File: config.mk
export PLATFORM = sky130hd
export DESIGN_NAME = mul_div_unit
export DESIGN_NICKNAME = d
export VERILOG_FILES = /design/src/rtl/mul_div_unit.sv
export SDC_FILE = /design/constraint.sdc
export NUM_CORES = 1
export LEC_CHECK = 0
export CORE_MARGIN = 2
export CORE_UTILIZATION = 35
export CTS_CLUSTER_DIAMETER = 30
export CTS_CLUSTER_SIZE = 10
export DETAILED_ROUTE_END_ITERATION = 16
export DONT_BUFFER_PORTS = 1
export GPL_ROUTABILITY_DRIVEN = 0
export GPL_TIMING_DRIVEN = 0
export HOLD_SLACK_MARGIN = 0.1
export PLACE_DENSITY = 0.53
export SYNTH_ARGS = -nofsm -noshare
export SYNTH_HDL_FRONTEND = slang
export SYNTH_SLANG_ARGS = --single-unit
File: constraint.sdc
create_clock -name clk -period 4.1 [get_ports clk]
set_input_delay 0.82 -clock clk [delete_from_list [all_inputs] [get_ports clk]]
set_output_delay 0.82 -clock clk [all_outputs]
set_load 0.01 [all_outputs]
File: src/rtl/mul_div_unit.sv
// mul_div_unit
//   Iterative signed multiply / divide unit for the execute stage.
//   Multiply: unsigned shift-add on operand magnitudes, sign applied at the end.
//   Divide:   restoring shift-subtract on magnitudes; quotient truncates toward
//             zero, remainder takes the dividend's sign.
//   Divide by zero skips the iteration and completes in one cycle.
//
// Ports
//   clk       in   rising-edge clock
//   rst_n     in   asynchronous active-low reset
//   start     in   request, sampled only while idle
//   op        in   2'b01 signed mul, 2'b10 signed div (others ignored)
//   opa/opb   in   multiplicand/dividend, multiplier/divisor (two's complement)
//   busy      out  high while an operation is in flight (including done cycle)
//   done      out  one-cycle pulse, results valid
//   res_hi    out  product upper half / remainder
//   res_lo    out  product lower half / quotient
//   div_zero  out  divide by zero flag, cleared on the next accept
//
// state  | meaning
// -------+--------------------------------------------------
// IDLE   | waiting for a legal start
// RUN    | one shift-add / shift-subtract step per cycle
// FIX    | apply result signs, register res_hi / res_lo
// DONE   | done pulse, return to IDLE

module mul_div_unit #(
    parameter int WIDTH = 16
) (
    input  logic             clk,
    input  logic             rst_n,
    input  logic             start,
    input  logic [1:0]       op,
    input  logic [WIDTH-1:0] opa,
    input  logic [WIDTH-1:0] opb,
    output logic             busy,
    output logic             done,
    output logic [WIDTH-1:0] res_hi,
    output logic [WIDTH-1:0] res_lo,
    output logic             div_zero
);

    localparam logic [1:0] S_IDLE = 2'd0;
    localparam logic [1:0] S_RUN  = 2'd1;
    localparam logic [1:0] S_FIX  = 2'd2;
    localparam logic [1:0] S_DONE = 2'd3;

    localparam int CW = (WIDTH > 1) ? $clog2(WIDTH) : 1;
    localparam logic [CW-1:0] CNT_LAST = CW'(WIDTH - 1);
    localparam logic [CW-1:0] CNT_ONE  = CW'(1);

    logic [1:0]         state_q, state_d;
    logic               is_div_q, is_div_d;
    logic               sign_q, sign_d;       // product / quotient sign
    logic               sign_r_q, sign_r_d;   // remainder sign
    logic [CW-1:0]      cnt_q, cnt_d;
    logic [WIDTH-1:0]   opnd_q, opnd_d;       // |a| for mul, |b| for div
    logic [2*WIDTH-1:0] acc_q, acc_d;
    logic [WIDTH-1:0]   res_hi_q, res_hi_d;
    logic [WIDTH-1:0]   res_lo_q, res_lo_d;
    logic               div_zero_q, div_zero_d;

    logic               a_neg, b_neg, accept;
    logic [WIDTH-1:0]   mag_a, mag_b;
    logic [WIDTH:0]     mul_sum;
    logic [2*WIDTH-1:0] mul_next;
    logic [WIDTH:0]     div_shift, div_trial;
    logic [WIDTH-1:0]   div_rem;
    logic [2*WIDTH-1:0] div_next;
    logic [2*WIDTH-1:0] prod_fix;

    always_comb begin
        a_neg  = opa[WIDTH-1];
        b_neg  = opb[WIDTH-1];
        // W-bit unsigned magnitude keeps |-2^(W-1)| exact
        mag_a  = a_neg ? -opa : opa;
        mag_b  = b_neg ? -opb : opb;
        accept = (state_q == S_IDLE) && start && ((op == 2'b01) || (op == 2'b10));

        // Multiply: low half of acc holds the multiplier, shifted out LSB first
        mul_sum  = {1'b0, acc_q[2*WIDTH-1:WIDTH]} + (acc_q[0] ? {1'b0, opnd_q} : '0);
        mul_next = {mul_sum, acc_q[WIDTH-1:1]};

        // Divide: high half is the partial remainder, low half the dividend/quotient
        div_shift = {acc_q[2*WIDTH-1:WIDTH], acc_q[WIDTH-1]};
        div_trial = div_shift - {1'b0, opnd_q};
        div_rem   = div_trial[WIDTH] ? div_shift[WIDTH-1:0] : div_trial[WIDTH-1:0];
        div_next  = {div_rem, acc_q[WIDTH-2:0], ~div_trial[WIDTH]};

        prod_fix  = sign_q ? -acc_q : acc_q;
    end

    always_comb begin
        state_d    = state_q;
        is_div_d   = is_div_q;
        sign_d     = sign_q;
        sign_r_d   = sign_r_q;
        cnt_d      = cnt_q;
        opnd_d     = opnd_q;
        acc_d      = acc_q;
        res_hi_d   = res_hi_q;
        res_lo_d   = res_lo_q;
        div_zero_d = div_zero_q;

        case (state_q)
            S_IDLE: begin
                if (accept) begin
                    is_div_d   = op[1];
                    sign_d     = a_neg ^ b_neg;
                    sign_r_d   = a_neg;
                    cnt_d      = '0;
                    div_zero_d = 1'b0;
                    if (op[1] && (opb == '0)) begin
                        res_lo_d   = '1;
                        res_hi_d   = opa;
                        div_zero_d = 1'b1;
                        state_d    = S_DONE;
                    end else begin
                        acc_d   = {{WIDTH{1'b0}}, (op[1] ? mag_a : mag_b)};
                        opnd_d  = op[1] ? mag_b : mag_a;
                        state_d = S_RUN;
                    end
                end
            end
            S_RUN: begin
                acc_d = is_div_q ? div_next : mul_next;
                cnt_d = cnt_q + CNT_ONE;
                if (cnt_q == CNT_LAST) begin
                    state_d = S_FIX;
                end
            end
            S_FIX: begin
                if (is_div_q) begin
                    res_lo_d = sign_q   ? -acc_q[WIDTH-1:0]         : acc_q[WIDTH-1:0];
                    res_hi_d = sign_r_q ? -acc_q[2*WIDTH-1:WIDTH]   : acc_q[2*WIDTH-1:WIDTH];
                end else begin
                    res_hi_d = prod_fix[2*WIDTH-1:WIDTH];
                    res_lo_d = prod_fix[WIDTH-1:0];
                end
                state_d = S_DONE;
            end
            default: begin
                state_d = S_IDLE;
            end
        endcase
    end

    always_ff @(posedge clk or negedge rst_n) begin
        if (!rst_n) begin
            state_q    <= S_IDLE;
            is_div_q   <= 1'b0;
            sign_q     <= 1'b0;
            sign_r_q   <= 1'b0;
            cnt_q      <= '0;
            opnd_q     <= '0;
            acc_q      <= '0;
            res_hi_q   <= '0;
            res_lo_q   <= '0;
            div_zero_q <= 1'b0;
        end else begin
            state_q    <= state_d;
            is_div_q   <= is_div_d;
            sign_q     <= sign_d;
            sign_r_q   <= sign_r_d;
            cnt_q      <= cnt_d;
            opnd_q     <= opnd_d;
            acc_q      <= acc_d;
            res_hi_q   <= res_hi_d;
            res_lo_q   <= res_lo_d;
            div_zero_q <= div_zero_d;
        end
    end

    assign busy     = (state_q != S_IDLE);
    assign done     = (state_q == S_DONE);
    assign res_hi   = res_hi_q;
    assign res_lo   = res_lo_q;
    assign div_zero = div_zero_q;

endmodule
==> impl_metrics.env <==
export IMPL_start_util_pct=35.5
export IMPL_fill_cells=2211
export IMPL_p_sw_share_pct=50.3
export IMPL_dp_hpwl_mm=18.8
export IMPL_finalHoldViolCount=0
export IMPL_leakagePower_nw=3.36
export IMPL_max_freq_ghz=0.279
export IMPL_cts_root_buf="clkbuf_16"
export IMPL_die_y_um=149
export IMPL_cts_resized=0
export IMPL_yosys_cell_types_count=67
export IMPL_power_density_mw_per_mm2=841
export IMPL_fp_dieW_um=149
export IMPL_vias_per_cell=5.69
export IMPL_postCtsSetupBuffers=0
export IMPL_grt_ovfl_total=0
export IMPL_p_seq_share_pct=27.2
export IMPL_drv_slew=0
export IMPL_ys_top_cells_by_area="dfrtp_1, ha_1, nor2_1"
export IMPL_worstPathArrival_ns=3.85
export IMPL_firstDrtPassIters=5
export IMPL_syn_inst=910
export IMPL_place_inst=1185
export IMPL_crit_path_max_fanout=10
export IMPL_cts_hold_buf=0
export IMPL_clock_power_share_pct=12.4
export IMPL_area_growth_pct=8.50
export IMPL_synth_ff_latch_count=90
export IMPL_dieArea_mm2=0.0223
export IMPL_finalPower_mw=6.76
export IMPL_antenna_found_initial=0
export IMPL_grt_use_total_pct=22.0
export IMPL_h_tree_depth=3
export IMPL_fin_cells=1201
export IMPL_place_port_buffers=0
export IMPL_yosysTopAreaCell="dfrtp_1"
export IMPL_grt_max_degree=91
export IMPL_synthArstFlopShare_pct=100
export IMPL_cap_viol_max_count=0
export IMPL_cts_sinks=90
export IMPL_tightest_slew_ns=0.836
export IMPL_slew_headroom_pct=43.9
export IMPL_antenna_left=0
export IMPL_worstSetupStartpointType="flip-flop"
export IMPL_required_ns=4.36
export IMPL_syn_area_mm2=0.00741
export IMPL_finalSetupViolCount=0
export IMPL_layout_drive_gt1_share_pct=6.26
export IMPL_rsz0062_at_grt="false"
export IMPL_grt_pass1_wl_mm=37.6
export IMPL_synth_main_ff_cell="dfrtp_1"
export IMPL_final_common_cell="nor2_1"
export IMPL_worstSetupEndpointType="flip-flop"
export IMPL_cts_buffer_depth=2
export IMPL_period_needed_ns=3.59
export IMPL_grt_pass1_vias=6450
export IMPL_layout_nets=1002
export IMPL_syn_nets=991
export IMPL_drc=0
export IMPL_avgSynthCellArea_um2=8.14
export IMPL_synth_top_area_share_pct=30.4
export IMPL_min_period_over_period_pct=87.4
export IMPL_diodes=0
export IMPL_outcome="complete, no violations"
export IMPL_finClkSkew_ns=0.00820
export IMPL_rows=53
export IMPL_worstSkewPairLatency_ns=0.36
export IMPL_path_class="reg2reg"
export IMPL_cts_tree="done"
export IMPL_p_switching_mw=3.40
export IMPL_finalSetupTns_ns=0
export IMPL_core_mm2=0.0209
export IMPL_vdd_drop_max_uv=296
export IMPL_seq_area_frac_synth_pct=30.4
export IMPL_wl_per_cell_um=20.0
export IMPL_clkTransAtPathRegs_ns=0.07
export IMPL_p_int_mw=3.36
export IMPL_final_cell_mix="nor2_1, nand2_1, dfrtp_1, a21oi_1, o21ai_0"
export IMPL_combPwrFrac_pct=60.4
export IMPL_synth_edf_count=0
export IMPL_numCtsBuffers=9
export IMPL_hold_path_class="in2async"
export IMPL_ys_warn_count=0
export IMPL_wirelength_mm=24.0
export IMPL_ios=72
export IMPL_drt_initial_drc_count=567
export IMPL_vias=6835
[path summary, 6_finish.rpt]
kind                                        start  slack (ns)  depth (start not counted)               endpoint
max reg2reg                state_q[0]$_DFFE_PN0P_        0.51                         10  acc_q[20]$_DFFE_PN0P_
min in group clk            opnd_q[7]$_DFFE_PN0P_        0.48                          2  opnd_q[7]$_DFFE_PN0P_
max in group asynchronous                   rst_n        3.82                          0  acc_q[26]$_DFFE_PN0P_
min                                         rst_n        0.15                          0   cnt_q[1]$_DFFE_PN0P_
max                        state_q[0]$_DFFE_PN0P_        0.51                         10  acc_q[20]$_DFFE_PN0P_
min reg2reg                 opnd_q[7]$_DFFE_PN0P_        0.48                          2  opnd_q[7]$_DFFE_PN0P_
[kinds of logic (layout without fill, tap and decap cells)]
group	after synthesis	in the layout	share of synthesized area, %
multiplexers	45	45	6.40
adder cells (fa/ha/maj)	44	44	7.63
flip-flops	90	90	30.4
AND/OR/NAND/NOR	295	295	17.8
buffers and inverters	79	95	4.21
XOR/XNOR	80	80	9.71
AO/OA/AOI/OAI	277	277	23.9
[routing by layer]
metal / GRT usage (%) / routed length (um) / share of wire, %
met1: 33.1 / 11700 / 49
met3: 3.38 / 1520 / 6.3
met4: 6.90 / 636 / 2.6
met2: 32.1 / 10100 / 42
met5: 0 / 0 / 0
[Yosys cell counts, drive strengths merged (6+ instances only)]
| master | number |
|---|---|
| a211oi | 14 |
| a21o | 13 |
| a21oi | 73 |
| a22oi | 11 |
| a31oi | 13 |
| buf | 11 |
| clkbuf | 34 |
| dfrtp | 90 |
| ha | 42 |
| inv | 33 |
| mux2 | 19 |
| mux2i | 26 |
| nand2 | 102 |
| nand2b | 7 |
| nand3 | 22 |
| nor2 | 108 |
| nor3 | 16 |
| o211ai | 9 |
| o21a | 11 |
| o21ai | 76 |
| o22a | 6 |
| o31ai | 16 |
| o41ai | 7 |
| or3 | 7 |
| xnor2 | 42 |
| xor2 | 38 |
[worst max-delay path, stage by stage, from the launching register on]
cell	delay, ns
dfrtp_1	0.44
inv_1	0.12
ha_1	0.14
buf_2	0.20
nand2_1	0.12
nor2_1	0.51
o21ai_1	0.29
a21boi_1	0.65
nand2_1	0.37
clkbuf_1	0.36
o21ai_0	0.28
[metrics by stage]
step	cell area [um^2]	hold slack, ns	utilization, %	setup slack (ns)
2_1_floorplan	7410	0.450	-	1.31
3_3_place_gp	7750	0.467	37.1	0.514
3_5_place_dp	7750	0.472	37.1	0.535
4_1_cts	8040	0.142	38.5	0.647
5_1_grt	8040	0.134	38.5	0.220
6_report	8040	0.154	38.5	0.515
[power groups by stage]
| stage | Combinational (mW) | Clock [mW] | Sequential [mW] |
|---|---|---|---|
| after floorplan | 3.13 | 0 | 1.66 |
| after global placement | 4.02 | 0 | 1.85 |
| after detailed placement | 4.04 | 0 | 1.86 |
| after CTS | 4.06 | 0.854 | 1.84 |
| after global routing | 4.54 | 0.900 | 1.89 |
| final | 4.08 | 0.840 | 1.84 |
[flip-flops by register name, summed over array words and instances, names as in the netlist]
register and flops:
acc_q 32, opnd_q 16, res_hi 16, res_lo 16, cnt_q 4, state_q 2, div_zero 1, is_div_q 1
sign_q 1, sign_r_q 1
[final cells by class]
type / instances / area, um^2 / area share [%]
sequential: 90 / 2250 / 28.0
multi-input combinational: 741 / 4840 / 60.3
clock inverter: 7 / 60.1 / 0.747
tap: 275 / 344 / 4.28
buffer: 45 / 184 / 2.29
inverter: 34 / 128 / 1.59
clock buffer: 9 / 225 / 2.80
Power figures use the tool's default switching activity.
